## src/rtl/spi_flash_sequencer_if.sv

```systemverilog
// spi_flash_sequencer_if: requester ports and SPI byte-engine handshake of the flash sequencer.
interface spi_flash_sequencer_if #(parameter int DATA_SIZE = 32);
  logic init_done;
  logic rd_req, rd_ack;
  logic [23:0] rd_addr;
  logic [DATA_SIZE-1:0] rd_data;
  logic wr_req, wr_ack, wr_err;
  logic [23:0] wr_addr;
  logic [DATA_SIZE-1:0] wr_data;
  logic byte_start, byte_done;
  logic [7:0] byte_tx, byte_rx;
  logic spi_cs_n, busy;
  modport slave (
    input  init_done, rd_req, rd_addr, wr_req, wr_addr, wr_data, byte_done, byte_rx,
    output rd_ack, rd_data, wr_ack, wr_err, byte_start, byte_tx, spi_cs_n, busy
  );
  modport master (
    output init_done, rd_req, rd_addr, wr_req, wr_addr, wr_data, byte_done, byte_rx,
    input  rd_ack, rd_data, wr_ack, wr_err, byte_start, byte_tx, spi_cs_n, busy
  );
endinterface

```

## src/rtl/spi_flash_sequencer.sv

```systemverilog
// spi_flash_sequencer: arbitrates read/program requesters and expands them into SPI flash command bytes.
module spi_flash_sequencer #(
  parameter int DATA_SIZE = 32,
  parameter int CS_GAP    = 2,
  parameter int POLL_MAX  = 1023
) (
  input logic ACLK,
  input logic ARESETn,
  spi_flash_sequencer_if.slave bus
);
  localparam int NB = DATA_SIZE / 8;
  typedef enum logic [3:0] {IDLE, GRANT, WREN, GAP1, PROG, GAP2, POLL, RD, DONE} state_t;
  state_t state_q, state_d;
  logic [3:0] cnt_q, cnt_d, total;
  logic [9:0] poll_q, poll_d;
  logic [23:0] addr_q, addr_d;
  logic [DATA_SIZE-1:0] data_q, data_d, rd_data_q, rd_data_d;
  logic [7:0] tx_q, tx_d;
  logic start_q, start_d, wait_q, wait_d, cs_n_q, cs_n_d, wr_q, wr_d, err_q, err_d;
  logic cmd, fin;
  always_ff @(posedge ACLK or negedge ARESETn)
    if (!ARESETn) begin
      state_q   <= IDLE;
      cnt_q     <= '0;
      poll_q    <= '0;
      addr_q    <= '0;
      data_q    <= '0;
      rd_data_q <= '0;
      tx_q      <= '0;
      start_q   <= 1'b0;
      wait_q    <= 1'b0;
      cs_n_q    <= 1'b1;
      wr_q      <= 1'b1;
      err_q     <= 1'b0;
    end else begin
      state_q   <= state_d;
      cnt_q     <= cnt_d;
      poll_q    <= poll_d;
      addr_q    <= addr_d;
      data_q    <= data_d;
      rd_data_q <= rd_data_d;
      tx_q      <= tx_d;
      start_q   <= start_d;
      wait_q    <= wait_d;
      cs_n_q    <= cs_n_d;
      wr_q      <= wr_d;
      err_q     <= err_d;
    end
  always_comb begin
    state_d   = state_q;
    cnt_d     = cnt_q;
    poll_d    = poll_q;
    addr_d    = addr_q;
    data_d    = data_q;
    rd_data_d = rd_data_q;
    tx_d      = tx_q;
    start_d   = 1'b0;
    wait_d    = wait_q;
    cs_n_d    = cs_n_q;
    wr_d      = wr_q;
    err_d     = err_q;
    fin       = 1'b0;
    cmd       = state_q inside {WREN, PROG, POLL, RD};
    total     = state_q == WREN ? 4'd1 : 4'(4 + NB);
    case (state_q)
      IDLE: if (bus.init_done && (bus.rd_req || bus.wr_req)) begin
        wr_d    = bus.wr_req && (!bus.rd_req || !wr_q);
        state_d = GRANT;
      end
      GRANT: begin
        addr_d  = wr_q ? bus.wr_addr : bus.rd_addr;
        data_d  = bus.wr_data;
        state_d = wr_q ? WREN : RD;
      end
      GAP1, GAP2: begin
        cnt_d = cnt_q + 4'd1;
        if (int'(cnt_q) + 1 >= CS_GAP) begin
          cnt_d   = '0;
          state_d = state_q == GAP1 ? PROG : POLL;
        end
      end
      DONE: state_d = IDLE;
      default: ;
    endcase
    if (cmd && !wait_q) begin
      start_d = 1'b1;
      wait_d  = 1'b1;
      cs_n_d  = 1'b0;
      // the poll counter tracks status bytes, so cnt only marks opcode vs status phase there
      cnt_d   = state_q == POLL ? (cnt_q == '0 ? 4'd1 : 4'd2) : cnt_q + 4'd1;
      tx_d    = cnt_q == '0 ? (state_q == WREN ? 8'h06 : state_q == PROG ? 8'h02 : state_q == POLL ? 8'h05 : 8'h03)
              : (state_q == POLL || (state_q == RD && cnt_q >= 4'd4)) ? 8'h00
              : cnt_q < 4'd4 ? addr_q[23:16] : data_q[DATA_SIZE-1 -: 8];
      addr_d  = (cnt_q != '0 && cnt_q < 4'd4) ? addr_q << 8 : addr_q;
      data_d  = (state_q == PROG && cnt_q >= 4'd4) ? data_q << 8 : data_q;
    end else if (cmd && bus.byte_done) begin
      wait_d = 1'b0;
      if (state_q == RD && cnt_q >= 4'd5) data_d = (data_q << 8) | DATA_SIZE'(bus.byte_rx);
      if (state_q == POLL && cnt_q == 4'd2) poll_d = poll_q + 10'd1;
      fin = state_q == POLL ? (cnt_q == 4'd2 && (!bus.byte_rx[0] || int'(poll_q) + 1 >= POLL_MAX)) : cnt_q == total;
      if (fin) begin
        cs_n_d    = 1'b1;
        cnt_d     = '0;
        poll_d    = '0;
        err_d     = state_q == POLL && bus.byte_rx[0];
        rd_data_d = state_q == RD ? data_d : rd_data_q;
        state_d   = state_q == WREN ? GAP1 : state_q == PROG ? GAP2 : DONE;
      end
    end
  end
  assign bus.rd_ack     = state_q == DONE && !wr_q;
  assign bus.wr_ack     = state_q == DONE && wr_q;
  assign bus.wr_err     = state_q == DONE && wr_q && err_q;
  assign bus.rd_data    = rd_data_q;
  assign bus.byte_start = start_q;
  assign bus.byte_tx    = tx_q;
  assign bus.spi_cs_n   = cs_n_q;
  assign bus.busy       = state_q != IDLE;
endmodule

```

## src/flat_wrapper.sv

```systemverilog
// flat-port wrapper written by rule: the top's interface ports become plain ports
module spi_flash_sequencer_flat 
#(
  parameter int DATA_SIZE = 32,
  parameter int CS_GAP    = 2,
  parameter int POLL_MAX  = 1023
)
  (ACLK, ARESETn, bus_init_done, bus_rd_req, bus_rd_addr, bus_wr_req, bus_wr_addr, bus_wr_data, bus_byte_done, bus_byte_rx, bus_rd_ack, bus_rd_data, bus_wr_ack, bus_wr_err, bus_byte_start, bus_byte_tx, bus_spi_cs_n, bus_busy);
  spi_flash_sequencer_if #(.DATA_SIZE(DATA_SIZE)) bus_i ();
  input logic ACLK;
  input logic ARESETn;
  input wire logic [$bits(bus_i.init_done)-1:0] bus_init_done;
  input wire logic [$bits(bus_i.rd_req)-1:0] bus_rd_req;
  input wire logic [$bits(bus_i.rd_addr)-1:0] bus_rd_addr;
  input wire logic [$bits(bus_i.wr_req)-1:0] bus_wr_req;
  input wire logic [$bits(bus_i.wr_addr)-1:0] bus_wr_addr;
  input wire logic [$bits(bus_i.wr_data)-1:0] bus_wr_data;
  input wire logic [$bits(bus_i.byte_done)-1:0] bus_byte_done;
  input wire logic [$bits(bus_i.byte_rx)-1:0] bus_byte_rx;
  output wire logic [$bits(bus_i.rd_ack)-1:0] bus_rd_ack;
  output wire logic [$bits(bus_i.rd_data)-1:0] bus_rd_data;
  output wire logic [$bits(bus_i.wr_ack)-1:0] bus_wr_ack;
  output wire logic [$bits(bus_i.wr_err)-1:0] bus_wr_err;
  output wire logic [$bits(bus_i.byte_start)-1:0] bus_byte_start;
  output wire logic [$bits(bus_i.byte_tx)-1:0] bus_byte_tx;
  output wire logic [$bits(bus_i.spi_cs_n)-1:0] bus_spi_cs_n;
  output wire logic [$bits(bus_i.busy)-1:0] bus_busy;
  assign bus_i.init_done = bus_init_done;
  assign bus_i.rd_req = bus_rd_req;
  assign bus_i.rd_addr = bus_rd_addr;
  assign bus_i.wr_req = bus_wr_req;
  assign bus_i.wr_addr = bus_wr_addr;
  assign bus_i.wr_data = bus_wr_data;
  assign bus_i.byte_done = bus_byte_done;
  assign bus_i.byte_rx = bus_byte_rx;
  assign bus_rd_ack = bus_i.rd_ack;
  assign bus_rd_data = bus_i.rd_data;
  assign bus_wr_ack = bus_i.wr_ack;
  assign bus_wr_err = bus_i.wr_err;
  assign bus_byte_start = bus_i.byte_start;
  assign bus_byte_tx = bus_i.byte_tx;
  assign bus_spi_cs_n = bus_i.spi_cs_n;
  assign bus_busy = bus_i.busy;
  spi_flash_sequencer #(.DATA_SIZE(DATA_SIZE), .CS_GAP(CS_GAP), .POLL_MAX(POLL_MAX)) u_core (.ACLK(ACLK), .ARESETn(ARESETn), .bus(bus_i));
endmodule
```

## config.mk

```make
export PLATFORM = sky130hd
export DESIGN_NAME = spi_flash_sequencer_flat
export DESIGN_NICKNAME = d
export VERILOG_FILES = /design/src/rtl/spi_flash_sequencer_if.sv /design/src/rtl/spi_flash_sequencer.sv /design/src/flat_wrapper.sv
export SDC_FILE = /design/constraint.sdc
export NUM_CORES = 1
export LEC_CHECK = 0
export BUFFER_PORTS_ARGS = -buffer_cell sky130_fd_sc_hd__buf_2
export CORE_ASPECT_RATIO = 1.5
export CORE_UTILIZATION = 55
export DETAILED_ROUTE_END_ITERATION = 12
export HOLD_SLACK_MARGIN = 0.12
export PLACE_DENSITY = 0.8
export REMOVE_ABC_BUFFERS = 1
export SYNTH_ARGS = -nofsm -noshare
export SYNTH_HDL_FRONTEND = slang
export SYNTH_SLANG_ARGS = --single-unit
export TNS_END_PERCENT = 1
```

## constraint.sdc

```tcl
create_clock -name ACLK -period 3.8 [get_ports ACLK]
set_clock_uncertainty 0.05 [all_clocks]
set_input_delay 0.38 -clock ACLK [delete_from_list [all_inputs] [get_ports ACLK]]
set_output_delay 0.38 -clock ACLK [all_outputs]
set_load 0.02 [all_outputs]
```

==> results.tsv <==
metric	value	unit
fp.dieArea	0.01247	mm2
vias	5982	
io-pin-count	140	
yosysSeqAreaShare	45.11	%
max_cap_viol_count	0	
yosys.area_share.simple	14.50	%
synth_warnings	0	
synth_fa_ha_area_share	1.136	%
rows	48	
r2r_setup_slack	0.59	ns
clockRootBuffer	clkbuf_16	
fillers	899	
drive_gt1_share	25.94	%
whs	0.1819	ns
grtUsageTotal	28.40	%
setup_tns	0	ns
finalMaxSlewViolations	0	
initial_core_util	57.01	%
syn_to_final_growth	21.25	%
synthMuxAreaShare	13.79	%
die_w	91.50	um
wl	17.08	mm
hp-start	bus_wr_req	
cts_made_buffers	17	
n_antenna_cell	0	
holdPathEnd	u_core.wr_q	
hold_path_class	primary input to register	
wire_per_inst	17.11	um
syn-cell-area	0.006608	mm2
critPathKind	register to register	
drc	0	
fin_cells	998	
antenna_found_initial	0	
fmax	0.3114	GHz
synth-xor-area-share	0.6628	%
avgViaCountPerCell	5.994	
hold_viol_final	0	
synth-seq-cells	119	
cts_tree	yes	
dpl_cell_area	0.007378	mm2
clk_path_buf_depth	2	
fin_crit	3.212	ns
synth.avg_cell_area	9.203	um2
yosys.area.top_type	dfrtp_1	
fin_crit_sh	84.51	%
mostFrequentLayoutCell	buf_2	
timing.rr.start	u_core.cnt_q[0]	
ys_types	57	
cp.arrival	3.51	ns
overflow	0	
status	finished, final reports clean	
p_leak	3.908	nW
rsz0062_at_grt	false	
grt_pass1_wl	27.64	mm
mostFrequentLayoutCells	138 x buf_2, 117 x dfrtp_1, 100 x nand2_1, 82 x o21ai_0, 64 x mux2i_1	
dieHeight	136.2	um
synth_ff_type	dfrtp_1	
clk_latency	0.42	ns
clk_pin_slew	0.06	ns
synth_area_leaders	dfrtp_1 44%, mux2i_1 9.7%, o21ai_0 6.2%	
reg2reg_depth	8	
nets	935	
setup.worst_path.start_class	register	
grt_max_degree	74	
numPortBuffers	139	
crit_path_end_kind	register	
synth_top_family_by_area	compound AO/OA/AOI/OAI gates	
grt_pass1_vias	5708	
postLayoutCellArea	0.008011	mm2
asyncSetResetFlopFracSynth	100.0	%
crit_fanout	24	
tightestPinTransition	0.9709	ns
synthesis.instances	718	
hold_depth	3	
synth-edff-count	0	
max_slew_margin	35.27	%
setup_viol	0	
drt_iter0_markers	475	
netlist.area_leader.share	44.31	%
place_inst	964	
place_congestion	0.9253	
synth_compound_area_share	20.56	%
hpwl	11.37	mm
p_per_area	822.9	mW/mm2
ir_drop	0.5062	mV
total_power	6.593	mW
clock_sinks	119	
r2r-end	u_core.data_q[31]	
coreArea	0.01159	mm2
crit_required	4.10	ns
cts_setup_buffers	0	
first_pass_iters	7	
ant_nets	0	
cts_htree_levels	4	
==> area by class of cell <==
type,instances,area [um2],area share (%)
well taps,150,187.7,2.343
flip-flops and latches,119,2980,37.20
multi-input cells,532,3359,41.93
clock buffers,18,439.2,5.482
inverters,14,52.55,0.6559
repair buffers,151,818.3,10.21
clock inverters,14,173.9,2.171
==> worst max path at each step <==
stage	startpoint	end	slack, ns	cells after the start
final	u_core.cnt_q[0]	u_core.data_q[31]	0.59	8
after global routing	u_core.cnt_q[0]	u_core.data_q[31]	0.36	8
after CTS	u_core.cnt_q[0]	u_core.data_q[31]	0.62	8
after detailed placement	u_core.cnt_q[0]	u_core.data_q[31]	0.64	8
after global placement	u_core.cnt_q[0]	u_core.data_q[31]	0.77	8
after floorplan	u_core.state_q[3]	u_core.data_q[31]	0.06	4
==> flip-flops by register name (all words and copies together) (netlist names), 4 cells and up <==
name                flops
u_core.addr_q          24
u_core.bus.byte_tx      8
u_core.bus.rd_data     32
u_core.cnt_q            4
u_core.data_q          32
u_core.poll_q          10
u_core.state_q          4
==> per-layer routing <==
layer / part of all wire [%] / vias up / track usage, % / wire, um
met2: 54 / 226 / 50.84 / 9233
met3: 4.7 / 23 / 5.928 / 811
li1: - / 2828 / - / -
met1: 39 / 2905 / 32.49 / 6637
met4: 2.3 / 0 / 12.61 / 397
met5: 0 / - / 0 / 0
==> cell families after synthesis <==
logic type,Yosys count
mux,88
xor+xnor,5
compound gates,222
buf+inv,67
flops,119
simple gates,211
fa+ha+maj,6
==> Yosys cell counts (5+ instances only) <==
library cell and count:
a21oi_1 49, a2bb2oi_1 24, a31oi_1 10, buf_2 11
clkbuf_1 34, dfrtp_1 117, ha_1 6, inv_1 13
mux2_2 23, mux2i_1 64, nand2_1 100, nand2b_1 5
nand3_1 14, nand4_1 8, nor2_1 52, nor2b_1 5
nor3b_1 6, o21ai_0 82, o22ai_1 31
==> timing repair <==
item,in CTS,in global routing
hold buffers,2,0
endpoints found under the hold margin,52,0
endpoints found under the setup margin,0,0
resized for setup,0,0
==> where the power goes <==
part / total [mW] / switching (mW) / internal [mW] / leakage (nW)
Combinational: 2.67 / 1.58 / 1.09 / 2.11
Sequential: 2.27 / 0.520 / 1.75 / 1.50
Clock: 1.65 / 0.602 / 1.05 / 0.301
==> critical path, stage by stage (launching register included) <==
cell	delay [ns]
dfrtp_1	0.52
inv_1	0.11
ha_1	0.37
nand2b_1	0.14
a21oi_1	0.15
nor3_4	0.64
nor2_2	0.28
a21oi_4	0.62
o2bb2a_1	0.25
==> metrics by stage <==
step | utilization, % | setup WS [ns]
global placement | 63.65 | 0.7689
global route | 69.12 | 0.3642
floorplan | - | 0.06244
detailed placement | 63.65 | 0.6400
CTS | 69.12 | 0.6171
finish | 69.12 | 0.5885
Note: power is estimated with default switching activity, not from simulation.
